[src/rtl/eea_pkg.sv]
// Shared types and width helpers for the GF(2^M) extended-Euclidean inversion controller.
package eea_pkg;

   typedef enum logic [1:0] {
      IDLE = 2'd0,
      LOAD = 2'd1,
      RUN  = 2'd2,
      DONE = 2'd3
   } eea_state_e;

   localparam int M_MIN = 2;
   localparam int M_MAX = 571;

   // delta spans 0..M and carries one spare bit above that range
   function automatic int delta_w(input int m);
      return $clog2(m + 1) + 1;
   endfunction

   // iteration counter covers 0..2M-1
   function automatic int iter_w(input int m);
      return $clog2(2 * m);
   endfunction

   function automatic bit m_legal(input int m);
      return (m >= M_MIN) && (m <= M_MAX);
   endfunction

endpackage

[src/rtl/eea_delta_ctr.sv]
// Degree-difference counter: clear, set-to-1, increment saturating at M, decrement.
module eea_delta_ctr
   import eea_pkg::*;
#(
   parameter int M = 8,
   localparam int W = delta_w(M)
) (
   input  logic         clk,
   input  logic         rst_n,
   input  logic         clr_i,
   input  logic         set1_i,
   input  logic         inc_i,
   input  logic         dec_i,
   output logic [W-1:0] delta_o,
   output logic         zero_o
);

   localparam logic [W-1:0] DMAX = W'(M);

   logic [W-1:0] delta_q;
   logic [W-1:0] delta_d;

   // Next value: clear wins, then set, then saturating increment, then decrement
   always_comb begin
      delta_d = delta_q;
      if (clr_i) begin
         delta_d = '0;
      end else if (set1_i) begin
         delta_d = W'(1);
      end else if (inc_i) begin
         if (delta_q != DMAX) begin
            delta_d = delta_q + W'(1);
         end
      end else if (dec_i) begin
         delta_d = delta_q - W'(1);
      end
   end

   // Counter register
   always_ff @(posedge clk or negedge rst_n) begin
      if (!rst_n) begin
         delta_q <= '0;
      end else begin
         delta_q <= delta_d;
      end
   end

   // Flag any increment requested while already at M (held, never wrapped)
   always @(posedge clk) begin
      if (rst_n && inc_i && !clr_i && !set1_i) begin
         assert (delta_q != DMAX)
            else $warning("eea_delta_ctr: increment at M, delta held at %0d", M);
      end
   end

   assign delta_o = delta_q;
   assign zero_o  = (delta_q == '0);

endmodule

[src/rtl/eea_inv_ctrl.sv]
// Sequencer for the extended-Euclidean GF(2^M) inversion cell array:
// load / iterate 2M times / done handshake plus per-cycle cell control decode.
module eea_inv_ctrl
   import eea_pkg::*;
#(
   parameter int M = 8
) (
   input  logic clk,
   input  logic rst_n,
   input  logic start,
   input  logic abort,
   input  logic opZero,
   input  logic rTop,
   input  logic sTop,
   input  logic uMsb,
   input  logic uLsb,
   output logic busy,
   output logic loadEn,
   output logic stepEn,
   output logic Switch,
   output logic Reduce,
   output logic MultU,
   output logic Carry,
   output logic done,
   output logic err
);

   localparam int ITER_W  = iter_w(M);
   localparam int DELTA_W = delta_w(M);
   localparam logic [ITER_W-1:0] ITER_LAST = ITER_W'(2 * M - 1);

   if (!m_legal(M)) begin : g_m_illegal
      $error("eea_inv_ctrl: M must lie in 2..571");
   end

   eea_state_e        state_q, state_d;
   logic [ITER_W-1:0] iter_q, iter_d;
   logic              err_q, err_d;

   logic               d_clr, d_set1, d_inc, d_dec;
   logic               delta_zero;
   logic [DELTA_W-1:0] delta_val;

   eea_delta_ctr #(.M(M)) u_delta (
      .clk     (clk),
      .rst_n   (rst_n),
      .clr_i   (d_clr),
      .set1_i  (d_set1),
      .inc_i   (d_inc),
      .dec_i   (d_dec),
      .delta_o (delta_val),
      .zero_o  (delta_zero)
   );

   // Next state, counters and all outputs; cell controls are Mealy in RUN only
   always_comb begin
      state_d = state_q;
      iter_d  = iter_q;
      err_d   = err_q;
      busy    = 1'b0;
      loadEn  = 1'b0;
      stepEn  = 1'b0;
      Switch  = 1'b0;
      Reduce  = 1'b0;
      MultU   = 1'b0;
      Carry   = 1'b0;
      done    = 1'b0;
      err     = 1'b0;
      d_clr   = 1'b0;
      d_set1  = 1'b0;
      d_inc   = 1'b0;
      d_dec   = 1'b0;
      case (state_q)
         IDLE: begin
            if (start) state_d = LOAD;
         end
         LOAD: begin
            loadEn  = 1'b1;
            busy    = 1'b1;
            iter_d  = '0;
            err_d   = opZero;
            d_clr   = 1'b1;
            state_d = RUN;
         end
         RUN: begin
            stepEn = 1'b1;
            busy   = 1'b1;
            if (!rTop) begin
               MultU = 1'b1;
               d_inc = 1'b1;
            end else if (delta_zero) begin
               Switch = 1'b1;
               Reduce = sTop;
               MultU  = 1'b1;
               d_set1 = 1'b1;
            end else begin
               Reduce = sTop;
               d_dec  = 1'b1;
            end
            // x*U can overflow out of the top, U/x can underflow out of the bottom
            Carry  = MultU ? uMsb : uLsb;
            iter_d = iter_q + ITER_W'(1);
            if (iter_q == ITER_LAST) state_d = DONE;
         end
         DONE: begin
            done    = 1'b1;
            err     = err_q;
            state_d = IDLE;
         end
         default: state_d = IDLE;
      endcase
      if (abort) state_d = IDLE;
   end

   // State, iteration counter and zero-operand flag registers
   always_ff @(posedge clk or negedge rst_n) begin
      if (!rst_n) begin
         state_q <= IDLE;
         iter_q  <= '0;
         err_q   <= 1'b0;
      end else begin
         state_q <= state_d;
         iter_q  <= iter_d;
         err_q   <= err_d;
      end
   end

endmodule

[config.mk]
export PLATFORM = sky130hd
export DESIGN_NAME = eea_inv_ctrl
export DESIGN_NICKNAME = d
export VERILOG_FILES = /design/src/rtl/eea_pkg.sv /design/src/rtl/eea_delta_ctr.sv /design/src/rtl/eea_inv_ctrl.sv
export SDC_FILE = /design/constraint.sdc
export NUM_CORES = 1
export LEC_CHECK = 0
export ABC_AREA = 1
export BUFFER_PORTS_ARGS = -buffer_cell sky130_fd_sc_hd__buf_2
export CAP_MARGIN = 25
export CORE_UTILIZATION = 48
export DETAILED_ROUTE_END_ITERATION = 10
export PLACE_DENSITY = 0.74
export SLEW_MARGIN = 10
export SYNTH_ARGS = -nofsm -noshare
export SYNTH_HDL_FRONTEND = slang
export SYNTH_HIERARCHICAL = 1
export SYNTH_SLANG_ARGS = --single-unit
[constraint.sdc]
create_clock -name clk -period 2.1 [get_ports clk]
set_clock_uncertainty 0.15 [all_clocks]
set_input_delay 0.105 -clock clk [delete_from_list [all_inputs] [get_ports clk]]
set_output_delay 0.105 -clock clk [all_outputs]
set_load 0.1 [all_outputs]
======== Word level (Yosys, flattened, before mapping) ========
Cells that the tools add are included.
Widths: inputs -> output; s select.
cells by class
  add/subtract/negate cells ............... 3
  equal/unequal tests ..................... 8
  multiplexer cells ....................... 30
  reductions and logical operators ........ 7
operators with widths
  kind                 count
  $mux 5               5
  $mux 1               20
  $pmux 2 s4           1
  $pmux 4 s2           1
  $mux 2               3
  $ne 3x3->1 const B   2
  $add 5x1->5 const B  1
  $logic_not 5->1      1
  $ne 5x4->1 const B   1
  $sub 5x1->5 const B  1
  $add 4x1->4 const B  1
  $eq 2x2->1 const B   2
  $eq 4x4->1 const B   1
  $ne 4x3->1 const B   1
  $reduce_and 2->1     2
  $reduce_bool 4->1    1
  $eq 2x1->1 const B   1
  $logic_not 2->1      1
  $reduce_bool 2->1    1
  $reduce_or 2->1      1
word-level totals
  register bits after elaboration ......... 12
  input bits .............................. 9
  output and inout port bits .............. 9
  word-level logic and storage cells ...... 52

======== Logic depth before layout (Yosys ltp) ========
  depth after elaboration ................. 8
  gate-level depth with buffers ........... 13
  gate-level depth less buffers ........... 13

======== Hierarchy ========
The synthesis kept the hierarchy.
by module, submodules not included
  module         times used  cells an instance  area an instance (um^2)  seq. area each (um^2)
  eea_inv_ctrl   1           60                 451.7                    175.2
  eea_delta_ctr  1           63                 427.9                    125.1

======== Worst setup path before layout ========
OpenSTA, ideal clock, no wires.
  path kind ............................... register -> register
  start ................................... register state_q[0]
  end ..................................... register u_delta.delta_q[4] (netlist: u_delta/delta_o[4])
  library setup time ...................... 0.065 ns
  data arrival time ....................... 3.454 ns
  data required time ...................... 1.885 ns
  slack ................................... -1.569 ns
  cell stages (with the launch flop) ...... 11
  path buffers ............................ 0
  clock period less this slack ............ 3.669 ns
  path through ............................ dfrtp_1 -> inv_1 -> ha_1 -> nand2_2 -> nor2_1 -> nor2_2 -> inv_2 -> a21oi_4 -> nand2_4 -> nand3_1 -> nand2_1
on the way
  elaborated cells between the ends (all ways) .. 12
  those cells by class .................... eq/ne: 3; mux: 7; reduce/logical: 2
RTL lines
  what                                                  line                 source
  start: declaration                                    eea_inv_ctrl.sv:36   eea_state_e state_q, state_d;
  start signal: assignment                              eea_inv_ctrl.sv:122  state_q <= state_d;
  $eq 2x2->1 (*)                                        --
  $mux 1 (*)                                            --
  net Switch                                            eea_inv_ctrl.sv:20   output logic Switch,
  $ne 4x3->1 (no line), or another cell as far along    --
  $reduce_and 2->1 (no line) or $mux 5 (tied branches)  --
  end signal: assignment                                eea_delta_ctr.sv:44  delta_q <= delta_d;
  end: declaration                                      eea_delta_ctr.sv:20  logic [W-1:0] delta_q;
The timed path passes the listed nets; every way through them passes the cells marked *.
A chain may end at the register's enable or synchronous reset.

======== Final worst setup path ========
  start ................................... register state_q[0]
  end ..................................... register u_delta.delta_q[4] (netlist: u_delta/delta_o[4])
on the way
  word-level cells in the longest chain between the ends .. 5
  elaborated cells between the ends (all ways) .. 12
  those cells by class .................... eq/ne: 3; mux: 7; reduce/logical: 2
ends and longest elaborated chain
  what            line                 source
  $eq 2x2->1 (*)  eea_inv_ctrl.sv:73   case (state_q)
  $mux 1 (*)      eea_inv_ctrl.sv:73
  net d_inc       eea_inv_ctrl.sv:40   logic d_clr, d_set1, d_inc, d_dec;
  $mux 5          eea_delta_ctr.sv:30  end else if (inc_i) begin
  $mux 5          eea_delta_ctr.sv:28  end else if (set1_i) begin
  $mux 5          eea_delta_ctr.sv:26  if (clr_i) begin
Marked as above.

==> summary.md <==
| Metric | Value |
|---|---|
| # rows | `15` |
| Largest net degree at the start of global routing | `13` |
| Synthesized flop and latch total | `12` |
| Post-synthesis adder-cell area fraction | `between 10% and 20%` |
| Syn_area_per_cell | `approximately 7.2 um2` |
| CP Class | `flop to flop` |
| Core box area | `1730 um2` |
| Pins Over Slew Limit | `0` |
| PortBufs | `17` |
| Count of non-filler cells in the finished layout | `between 150 and 200` |
| Commonest non-fill, non-tap cells in the layout | `35 x nand2_1, 15 x nand3_1, 14 x nor2_1, 14 x buf_2, 12 x inv_1` |
| Total global-route track usage | `between 20 and 25%` |
| Final #Nets | `between 150 and 200` |
| Post-synthesis xor/xnor area fraction | `0%` |
| Sequential-to-total area share from yosys stat | `about a third` |
| Antenna Cells | `0` |
| Share of the synthesized area in the top cell type | `about 34%` |
| Total Routed Length | `around 2 mm` |
| Antenna viol nets, final | `0` |
| Initial Util | `50.9%` |
| Placer Congestion | `0.799` |
| Total gr overflow | `0` |
| Post-synthesis simple-gate area fraction | `a little over a third` |
| Distinct cells, synth | `18` |
| HP Class | `primary input to flop` |
| Final hold viol count | `0` |
| Vias per inst | `just under 5` |
| Largest cells by area after synthesis | `dfrtp_1 34%, nand2_1 16%, ha_1 11%, nand3_1 8.5%, nor2_1 7.3%` |
| Die height | `between 40 and 50 um` |
| TritonCTS clock tree | `built` |
| Clock Path Buffers | `2` |
| Synthesized Nets | `approximately 140` |
| Fmax | `~500 MHz` |
| Power density cells | `1570 nW/um2` |
| Layout cells sized above 1 | `between 20% and 30%` |
| Syn-to-layout area delta | `33.4%` |
| Leading area contributor after synthesis | `dfrtp_1` |
| Worst r2r src | `state_q[0]` |
| Largest family of logic cells by synthesized area | `simple AND/OR/NAND/NOR gates` |
| DRC | `0` |
| Mux contribution to synthesized area | `roughly 1.3%` |
| First-pass GRT wire length | `approximately 3.2 mm` |
| Hold Startpoint | `start` |
| Clock slew at reported path FFs | `~0.070 ns` |
| # placed instances | `166` |
| Die ar. | `about 2000 um2` |
| Synth Cell Area | `roughly 900 um2` |
| Startpoint Class | `flop` |
| Setup TNS | `0 ns` |
| Compound-Gate Fraction of Synth Area | `approximately 7.7%` |
| Cells after Synth | `between 100 and 150` |
| CTS sink count | `12` |
| Most common cell after layout, fill and taps aside | `nand2_1` |
| Setup crit start | `state_q[0]` |
| Clock latency on the worst-skew pair | `~0.27 ns` |
| Worst-Margin Slew | `about 0.49 ns` |
| DIE WIDTH | `~45 um` |
| Max Cap Viol | `0` |
| CP max FO | `6` |
| Critical Path Sink Type | `flop` |
| Min cycle time layout | `2.01 ns` |
| CTS Buf Count | `3` |
| Status | `finished, final reports clean` |
| Max VDD drop | `between 0.8 and 0.9 mV` |
| Standby leakage power | `slightly above 0.0006 uW` |
| Top-Level Pins | `18` |
| H-tree Lvls | `1` |
| DR pass1 iterations | `4` |
| DP Wirelength | `between 1.5 and 2 mm` |
| Root Buffer Master | `clkbuf_4` |
| DR WL/cell | `roughly 11 um` |
| Final period util | `between 90% and 100%` |
| CP required | `2.12 ns` |
| Final setup viols | `0` |
| Vias | `850` |
| CP Data Arrival Time | `2.03 ns` |
| Slew margin rel. | `67.6%` |
| Synthesis Warnings | `6` |
| Antenna violations before repair | `0` |
| Vias in the first global route | `779` |
| DRT iter0 DRCs | `17` |
==> stage by stage <==
| stage | worst slack, ns | total power [uW] | utilization (%) | hold slack [ns] | instance area, um2 |
|---|---|---|---|---|---|
| final | 0.0866 | 1840 | 68.0 | 0.0420 | 1170 |
| after global routing | -0.00170 | 1990 | 68.0 | 0.0662 | 1170 |
| after CTS | 0.0202 | 1830 | 67.2 | 0.0412 | 1160 |
| after detailed placement | 0.0614 | 1680 | 64.1 | -0.150 | 1110 |
| after global placement | 0.159 | 1650 | 64.1 | -0.154 | 1110 |
| after floorplan | -0.0989 | 1450 | - | -0.341 | 968 |
==> synthesized netlist by cell type <==
| cell type | count |
|---|---|
| nand2_1 | 37 |
| nor2_1 | 17 |
| nand3_1 | 15 |
| inv_1 | 14 |
| dfrtp_1 | 12 |
| ha_1 | 8 |
| a21oi_1 | 6 |
| inv_2 | 2 |
| nand2_2 | 2 |
| nor2_2 | 2 |
| a21oi_2 | 1 |
| a21oi_4 | 1 |
| fa_1 | 1 |
| mux2_2 | 1 |
| nand2_4 | 1 |
| o21ai_0 | 1 |
| o21bai_1 | 1 |
| or2_2 | 1 |
==> cell families after synthesis <==
logic type | count (synthesis)
compound gates | 10
buf+inv | 16
flops | 12
mux | 1
fa+ha+maj | 9
simple gates | 75
==> path summary, 6_finish.rpt <==
kind	end	slack (ns)	cells after the start
setup / recovery	u_delta/delta_o[4]	0.09	12
hold / removal	state_q[0]	0.04	5
setup reg to reg	u_delta/delta_o[4]	0.09	12
hold reg to reg	iter_q[1]	0.38	2
max in group asynchronous	state_q[1]	1.47	2
min in group asynchronous	iter_q[2]	0.09	2
==> area by class of cell <==
| cell class | instances | area [um2] |
|---|---|---|
| Sequential cell | 12 | 302 |
| Inverter | 16 | 65.1 |
| Fill cell | 158 | 553 |
| Clock buffer | 3 | 22.5 |
| Timing Repair Buffer | 22 | 150 |
| Tap cell | 25 | 31.3 |
| Multi-Input combinational cell | 95 | 603 |
==> per-layer routing <==
| layer | GRT usage [%] | wire length (um) | up-vias |
|---|---|---|---|
| li1 | - | - | 441 |
| met1 | 28.9 | 931 | 386 |
| met2 | 37.1 | 949 | 21 |
| met3 | 7.20 | 80 | 2 |
| met4 | 3.64 | 6 | 0 |
| met5 | 0 | 0 | - |
==> flip-flops by register name, summed over array words and instances (netlist names) <==
register,count
err_q,1
iter_q,4
state_q,2
u_delta/delta_o,5
==> critical path, stage by stage, from the launching register on <==
cell     delay (ns)
dfrtp_1        0.39
inv_2          0.08
ha_4           0.15
inv_4          0.05
nor2_4         0.15
inv_4          0.09
fa_2           0.39
nand2_1        0.09
nand2_1        0.08
nand3_1        0.10
nand2_1        0.06
nand3_1        0.07
nand2_1        0.06
==> what timing repair did <==
| item | 4_1_cts | 5_1_grt |
|---|---|---|
| hold buffers | 3 | 0 |
| buffers inserted | 0 | 1 |
| endpoints found under the setup margin | 0 | 4 |
| hold endpoints to repair | 14 | 0 |
| gates resized for setup | 0 | 3 |
==> power by group <==
group          switching, uW  internal, uW  total (uW)
Combinational            874           406        1280
Sequential               101           322         423
Clock                   73.2          66.5         140
Total                   1050           794        1840
(Power assumes the default switching activity.)
